==> src/rtl/sd_scan_pkg.sv <==
// Shared types and helpers for the SD block tag/word scanner.
package sd_scan_pkg;

  typedef enum logic [2:0] {
    S_IDLE,
    S_REQ,
    S_RECV,
    S_NEXT,
    S_DONE,
    S_ERR
  } state_e;

  localparam int unsigned BLOCK_BYTES = 512;
  localparam logic [7:0]  LF          = 8'h0A;

  // Letters and underscore are always word characters; digits optionally.
  function automatic logic is_word_char(input logic [7:0] c, input logic digits);
    logic upper;
    logic lower;
    logic uscore;
    logic digit;
    upper  = (c >= 8'h41) && (c <= 8'h5A);
    lower  = (c >= 8'h61) && (c <= 8'h7A);
    uscore = (c == 8'h5F);
    digit  = (c >= 8'h30) && (c <= 8'h39);
    return upper || lower || uscore || (digits && digit);
  endfunction

endpackage

==> src/rtl/sd_tag_word_counter_tag_matcher.sv <==
// Streaming matcher for a fixed byte tag; restarts on tag[0] after a mismatch.
module tag_matcher #(
  parameter int unsigned            TAG_LEN = 9,
  parameter logic [8*TAG_LEN-1:0]   TAG     = "DLAB_TAG\n"
) (
  input  logic       clk,
  input  logic       reset_n,
  input  logic       clr,
  input  logic       en,
  input  logic       byte_valid,
  input  logic [7:0] byte_in,
  output logic       found
);
  import sd_scan_pkg::*;

  localparam int unsigned IDX_W = $clog2(TAG_LEN + 1);

  logic [IDX_W-1:0] idx_q, idx_d;
  logic             found_q, found_d;
  logic [7:0]       exp_byte;
  logic             hit;

  // Select the expected tag byte and advance or restart the match index.
  always_comb begin
    exp_byte = '0;
    for (int unsigned i = 0; i < TAG_LEN; i++) begin
      if (idx_q == IDX_W'(i)) exp_byte = TAG[8*(TAG_LEN-1-i) +: 8];
    end
    idx_d   = idx_q;
    found_d = found_q;
    hit     = 1'b0;
    if (en && byte_valid && !found_q) begin
      if (byte_in == exp_byte) begin
        idx_d = idx_q + 1'b1;
        if (idx_q == IDX_W'(TAG_LEN - 1)) begin
          hit     = 1'b1;
          found_d = 1'b1;
        end
      end else begin
        idx_d = (byte_in == TAG[8*TAG_LEN-1 -: 8]) ? IDX_W'(1) : '0;
      end
    end
    if (clr) begin
      idx_d   = '0;
      found_d = 1'b0;
    end
  end

  // Match index and sticky found flag.
  always_ff @(posedge clk) begin
    if (!reset_n) begin
      idx_q   <= '0;
      found_q <= 1'b0;
    end else begin
      idx_q   <= idx_d;
      found_q <= found_d;
    end
  end

  // Found is visible on the completing byte itself so that byte can be excluded
  // from word counting.
  assign found = found_q | hit;

endmodule

==> src/rtl/sd_tag_word_counter.sv <==
// Streams SD blocks, finds a begin tag and counts words of a chosen length
// up to the end tag.
module sd_tag_word_counter #(
  parameter int unsigned          TAG_LEN         = 9,
  parameter logic [8*TAG_LEN-1:0] BEGIN_TAG       = "DLAB_TAG\n",
  parameter logic [8*TAG_LEN-1:0] END_TAG         = "DLAB_END\n",
  parameter logic [31:0]          START_BLK       = 32'd0,
  parameter int unsigned          MAX_BLKS        = 4096,
  parameter int unsigned          CNT_W           = 16,
  parameter int unsigned          LEN_W           = 8,
  parameter bit                   DIGITS_ARE_WORD = 1'b0
) (
  input  logic             clk,
  input  logic             reset_n,
  input  logic             start,
  input  logic [LEN_W-1:0] target_len,
  input  logic             sd_init_finished,
  output logic             sd_rd_req,
  output logic [31:0]      sd_block_addr,
  input  logic             sd_valid,
  input  logic [7:0]       sd_dout,
  output logic             busy,
  output logic             done,
  output logic             error,
  output logic             in_text,
  output logic [CNT_W-1:0] word_count,
  output logic [31:0]      blk_count
);
  import sd_scan_pkg::*;

  state_e           state_q, state_d;
  logic [31:0]      blk_q, blk_d;
  logic [9:0]       byte_q, byte_d;
  logic [LEN_W-1:0] len_q, len_d;
  logic [LEN_W-1:0] tlen_q, tlen_d;
  logic [CNT_W-1:0] wc_q, wc_d;
  logic             clr;
  logic             rx;
  logic             begin_found;
  logic             end_found;
  logic             text;

  assign rx   = (state_q == S_RECV) && sd_valid;
  assign text = begin_found && !end_found;

  tag_matcher #(
    .TAG_LEN (TAG_LEN),
    .TAG     (BEGIN_TAG)
  ) u_begin (
    .clk        (clk),
    .reset_n    (reset_n),
    .clr        (clr),
    .en         (1'b1),
    .byte_valid (rx),
    .byte_in    (sd_dout),
    .found      (begin_found)
  );

  tag_matcher #(
    .TAG_LEN (TAG_LEN),
    .TAG     (END_TAG)
  ) u_end (
    .clk        (clk),
    .reset_n    (reset_n),
    .clr        (clr),
    .en         (begin_found),
    .byte_valid (rx),
    .byte_in    (sd_dout),
    .found      (end_found)
  );

  // Next-state, block/byte sequencing and word counting.
  always_comb begin
    state_d = state_q;
    blk_d   = blk_q;
    byte_d  = byte_q;
    len_d   = len_q;
    tlen_d  = tlen_q;
    wc_d    = wc_q;
    clr     = 1'b0;
    case (state_q)
      S_IDLE, S_DONE, S_ERR: begin
        if (start && sd_init_finished) begin
          clr     = 1'b1;
          blk_d   = '0;
          byte_d  = '0;
          len_d   = '0;
          wc_d    = '0;
          tlen_d  = target_len;
          state_d = S_REQ;
        end
      end
      S_REQ: begin
        byte_d  = '0;
        state_d = S_RECV;
      end
      S_RECV: begin
        if (sd_valid) begin
          byte_d = byte_q + 1'b1;
          if (byte_q == 10'(BLOCK_BYTES - 1)) state_d = S_NEXT;
          if (text) begin
            if (is_word_char(sd_dout, DIGITS_ARE_WORD)) begin
              if (len_q != '1) len_d = len_q + 1'b1;
            end else begin
              len_d = '0;
              if ((len_q != '0) && ((tlen_q == '0) || (len_q == tlen_q)) && (wc_q != '1))
                wc_d = wc_q + 1'b1;
            end
          end
        end
      end
      S_NEXT: begin
        blk_d = blk_q + 1'b1;
        if (end_found)                       state_d = S_DONE;
        else if (blk_q + 1'b1 == 32'(MAX_BLKS)) state_d = S_ERR;
        else                                 state_d = S_REQ;
      end
      default: state_d = S_IDLE;
    endcase
  end

  // State and datapath registers.
  always_ff @(posedge clk) begin
    if (!reset_n) begin
      state_q <= S_IDLE;
      blk_q   <= '0;
      byte_q  <= '0;
      len_q   <= '0;
      tlen_q  <= '0;
      wc_q    <= '0;
    end else begin
      state_q <= state_d;
      blk_q   <= blk_d;
      byte_q  <= byte_d;
      len_q   <= len_d;
      tlen_q  <= tlen_d;
      wc_q    <= wc_d;
    end
  end

  // Request and busy are gated by reset so an abort drops them immediately.
  assign sd_rd_req     = reset_n && (state_q == S_REQ);
  assign busy          = reset_n && ((state_q == S_REQ) || (state_q == S_RECV) || (state_q == S_NEXT));
  assign done          = (state_q == S_DONE);
  assign error         = (state_q == S_ERR);
  assign in_text       = text;
  assign sd_block_addr = START_BLK + blk_q;
  assign word_count    = wc_q;
  assign blk_count     = blk_q;

endmodule

==> config.mk <==
export PLATFORM = sky130hd
export DESIGN_NAME = sd_tag_word_counter
export DESIGN_NICKNAME = d
export VERILOG_FILES = /design/src/rtl/sd_scan_pkg.sv /design/src/rtl/sd_tag_word_counter_tag_matcher.sv /design/src/rtl/sd_tag_word_counter.sv
export SDC_FILE = /design/constraint.sdc
export NUM_CORES = 1
export LEC_CHECK = 0
export CORE_AREA = 2 2 130 94
export CTS_BUF_LIST = sky130_fd_sc_hd__clkbuf_8
export DETAILED_ROUTE_END_ITERATION = 7
export DIE_AREA = 0 0 132 96
export GPL_TIMING_DRIVEN = 1
export PLACE_DENSITY = 0.81
export SKIP_LAST_GASP = 1
export SYNTH_ARGS = -nofsm -noshare
export SYNTH_HDL_FRONTEND = slang
export SYNTH_HIERARCHICAL = 1
export SYNTH_SLANG_ARGS = --single-unit
==> constraint.sdc <==
create_clock -name clk -period 9.31 [get_ports clk]
set_clock_uncertainty 0.1 [all_clocks]
set_input_delay 1.862 -clock clk [delete_from_list [all_inputs] [get_ports clk]]
set_output_delay 1.862 -clock clk [all_outputs]
set_load 0.02 [all_outputs]
==> impl_metrics.json <==
{
  "synthXorXnorAreaFrac": 0.0501,
  "synth-edff-count": 0,
  "port_buffers": 105,
  "worst_slew_pin_slew_ns": 0.990,
  "fp.dieW_microns": 132,
  "path_cells": "clkdlybuf4s50_1 -> a2111oi_0 -> o32ai_1 -> a2111oi_4 -> a31o_1 -> nand2_1 -> or2_2 -> nor2_1 -> a31o_1 -> nor2b_1 -> clkdlybuf4s50_1",
  "synthAdderAreaFrac": 0.0266,
  "initial_core_util": 0.535,
  "vias": 6084,
  "required_ns": 7.35,
  "drtAntennaViolNets": 0,
  "final_cell_mix": "clkdlybuf4s50_1 (105), dfxtp_1 (87), nand2_1 (75)",
  "instances_no_fill": 992,
  "post_drt_wl_per_cell_microns": 16.7,
  "fin_crit_sh": 0.780,
  "grt_max_degree": 58,
  "power.leakage_nw": 2.42,
  "grt_pass1_vias": 5556,
  "intPower_mw": 0.573,
  "synth_compound_area_frac": 0.201,
  "holdPathStages": 2,
  "tritoncts": "built",
  "holdBufCountCts": 0,
  "netlist_instances": 783,
  "peakVddDrop_mv": 0.104,
  "ys_ff_latch": 87,
  "layout_commonest_cell": "clkdlybuf4s50_1",
  "start_kind": "primary input",
  "seqPwrFrac": 0.432,
  "arrival_ns": 5.30,
  "cp.depth": 11,
  "cp_top_family": "compound AO/OA/AOI/OAI gates",
  "wl_mm": 16.6,
  "ys_types": 86,
  "switchingPower_mw": 0.367,
  "clockBufferDepth": 2,
  "synth.area.top_cells": "dfxtp_1 (28%), nand2_1 (4.6%), buf_4 (4.0%)",
  "yosysWarnings": 6,
  "fmax_mhz": 138,
  "grtUsageMet2": 0.410,
  "grt.busiest_layer": "met2",
  "diodes": 0,
  "path_clk_slew_ns": 0.09,
  "place_inst": 976,
  "rsz0062_at_grt": "no",
  "cts_buffers": 9,
  "die_y_microns": 96,
  "grt_use_met3": 0.0521,
  "area_growth_pct": 16.7,
  "status": "finished clean",
  "swShare": 0.390,
  "setup_viol": 0,
  "relSlewSlack": 0.337,
  "synth_area_per_cell_sq_um": 7.81,
  "synth_area_leader_cell": "dfxtp_1",
  "synth-simple-area-share": 0.342,
  "synth_top_family_by_area": "simple AND/OR/NAND/NOR gates",
  "h-tree-depth": 3,
  "critical_path.endpoint_type": "output port",
  "die-area_sq_um": 12700,
  "cts.repair.resized": 0,
  "cts_root_buf": "clkbuf_8",
  "max_cap_viol_count": 0,
  "finalSetupTns_ns": 0,
  "grt_pass1_wl_mm": 26.9,
  "cp_max_fo": 10,
  "postSynth.asyncResetShare": 0,
  "hold_class": "flip-flop to flip-flop",
  "avgViaCountPerCell": 6.13,
  "slowest_stage": "clkdlybuf4s50_1",
  "cts_setup_buffers": 0,
  "core_sq_um": 11400,
  "synthFlopType": "dfxtp_1",
  "syn_nets": 817,
  "worstSkewPairLatency_ns": 0.36,
  "cpPeakStageDelay_ns": 0.58,
  "critPathKind": "primary input to output port",
  "dp_slack_ns": 2.14,
  "row_count": 33,
  "slew_viol_final": 0,
  "drive_gt1_frac": 0.0551,
  "synthMuxAreaShare": 0.0133,
  "io_pins": 106,
  "power_density_nw_per_um2": 132,
  "hold_viol_final": 0,
  "syn_area_sq_um": 6120,
  "drt-pass1-iter-count": 5,
  "hpwlAfterDp_mm": 11.8,
  "gp_congestion": 0.908,
  "gr-usage-met1": 0.361,
  "fin_nets": 864,
  "drt_iter0_drc": 503,
  "finish.utilization": 0.624,
  "cp_num_buf_inv": 2,
  "worstRegToRegCells": 18,
  "power_frac_comb": 0.308,
  "fin_crit_ns": 7.26,
  "fillCellCount": 997,
  "antenna_found_initial": 0,
  "cts_sinks": 87,
  "drc": 0,
  "fin_ws_ns": 2.05,
  "clock_power_share": 0.260,
  "synth_seq_area_share": 0.285,
  "gr-usage-all-layers": 0.259,
  "synth_top_area_share": 0.285,
  "gr-total-overflow": 0
}
-- sequential cells by signal (all words and copies together) (netlist names) --
name,flops
u_end/found_q,1
u_begin/idx_q,4
u_end/idx_q,4
blk_count,32
state_q,3
word_count,16
u_begin/found_q,1
byte_q,10
tlen_q,8
len_q,8
-- final timing paths --
check	slack [ns]	from	to
worst max register to register	4.43	u_begin/idx_q[0]	word_count[8]
worst min register to register	0.40	byte_q[9]	byte_q[9]
worst min-delay path	0.40	byte_q[9]	byte_q[9]
worst max-delay path	2.05	sd_dout[1]	in_text
-- synthesized netlist by cell type (5+ instances only) --
| cell | count |
|---|---|
| a21boi_0 | 13 |
| a21oi_1 | 38 |
| a31oi_1 | 10 |
| clkbuf_1 | 29 |
| o21ai_1 | 8 |
| nor2b_1 | 22 |
| ha_1 | 13 |
| or4_1 | 8 |
| a22oi_1 | 5 |
| and3_1 | 20 |
| buf_2 | 7 |
| nor4_1 | 13 |
| and4_1 | 9 |
| mux2i_1 | 7 |
| buf_4 | 33 |
| nor2_1 | 48 |
| nand2b_1 | 11 |
| nand3_1 | 38 |
| o31ai_1 | 8 |
| inv_1 | 17 |
| dfxtp_1 | 87 |
| o211ai_1 | 5 |
| nand4_1 | 21 |
| nor3_1 | 19 |
| xor2_1 | 15 |
| nand2_1 | 75 |
| or3_1 | 15 |
| o21ai_0 | 47 |
| and2_1 | 21 |
| xnor2_1 | 20 |
-- layout make-up --
cell class	instances	area, sq um	share of cell area
repair buffers	109	1080	0.151
inverters	19	71.3	0.00999
well taps	157	196	0.0275
clock buffers	9	124	0.0174
flip-flops and latches	87	1740	0.244
multi-input cells	604	3880	0.543
clock inverters	7	48.8	0.00683
-- logic make-up (layout without fill, tap and decap cells) --
group | count (synthesis) | in the layout
buffers and inverters | 92 | 144
other | 1 | 1
DFF | 87 | 87
muxes | 8 | 8
xor gates and xnor gates | 35 | 35
AOI/OAI and AO/OA | 181 | 181
adders and majority gates | 13 | 13
and+or+nand+nor | 366 | 366
-- metal layers --
metal	routed length, microns	vias to the layer above
met1	7910	2901
met2	7370	252
li1	-	2916
met4	136	0
met5	0	-
met3	1190	15
-- stage by stage --
stage / cell area [sq um] / power, mW / hold WS (ns)
2_1_floorplan: 6120 / 0.617 / 0.354
3_3_place_gp: 6970 / 0.684 / 0.364
3_5_place_dp: 6970 / 0.698 / 0.386
4_1_cts: 7140 / 0.938 / 0.403
5_1_grt: 7140 / 0.991 / 0.423
6_report: 7140 / 0.940 / 0.402
-- power groups by stage --
stage	logic (mW)	clock network (mW)	registers, mW
after floorplan	0.215	0	0.402
after global placement	0.272	0	0.413
after detailed placement	0.284	0	0.414
after CTS	0.285	0.247	0.406
after global routing	0.320	0.260	0.410
final	0.289	0.245	0.406
-- worst register-to-register path, stage by stage (launching register included) --
cell	delay, ns
dfxtp_1	0.41
inv_1	0.13
ha_1	0.31
or4b_1	0.52
a21o_1	0.21
a211oi_2	0.28
a2111oi_4	0.10
a31o_1	0.28
nand2_1	0.09
or2_2	0.18
nor2_1	0.07
a31o_1	0.26
nor2b_1	0.17
a21oi_1	0.09
or3_4	0.38
nor2_4	0.36
nand3_1	0.28
or4_1	0.45
a21oi_1	0.15
Note: power is estimated with default switching activity, not from simulation.
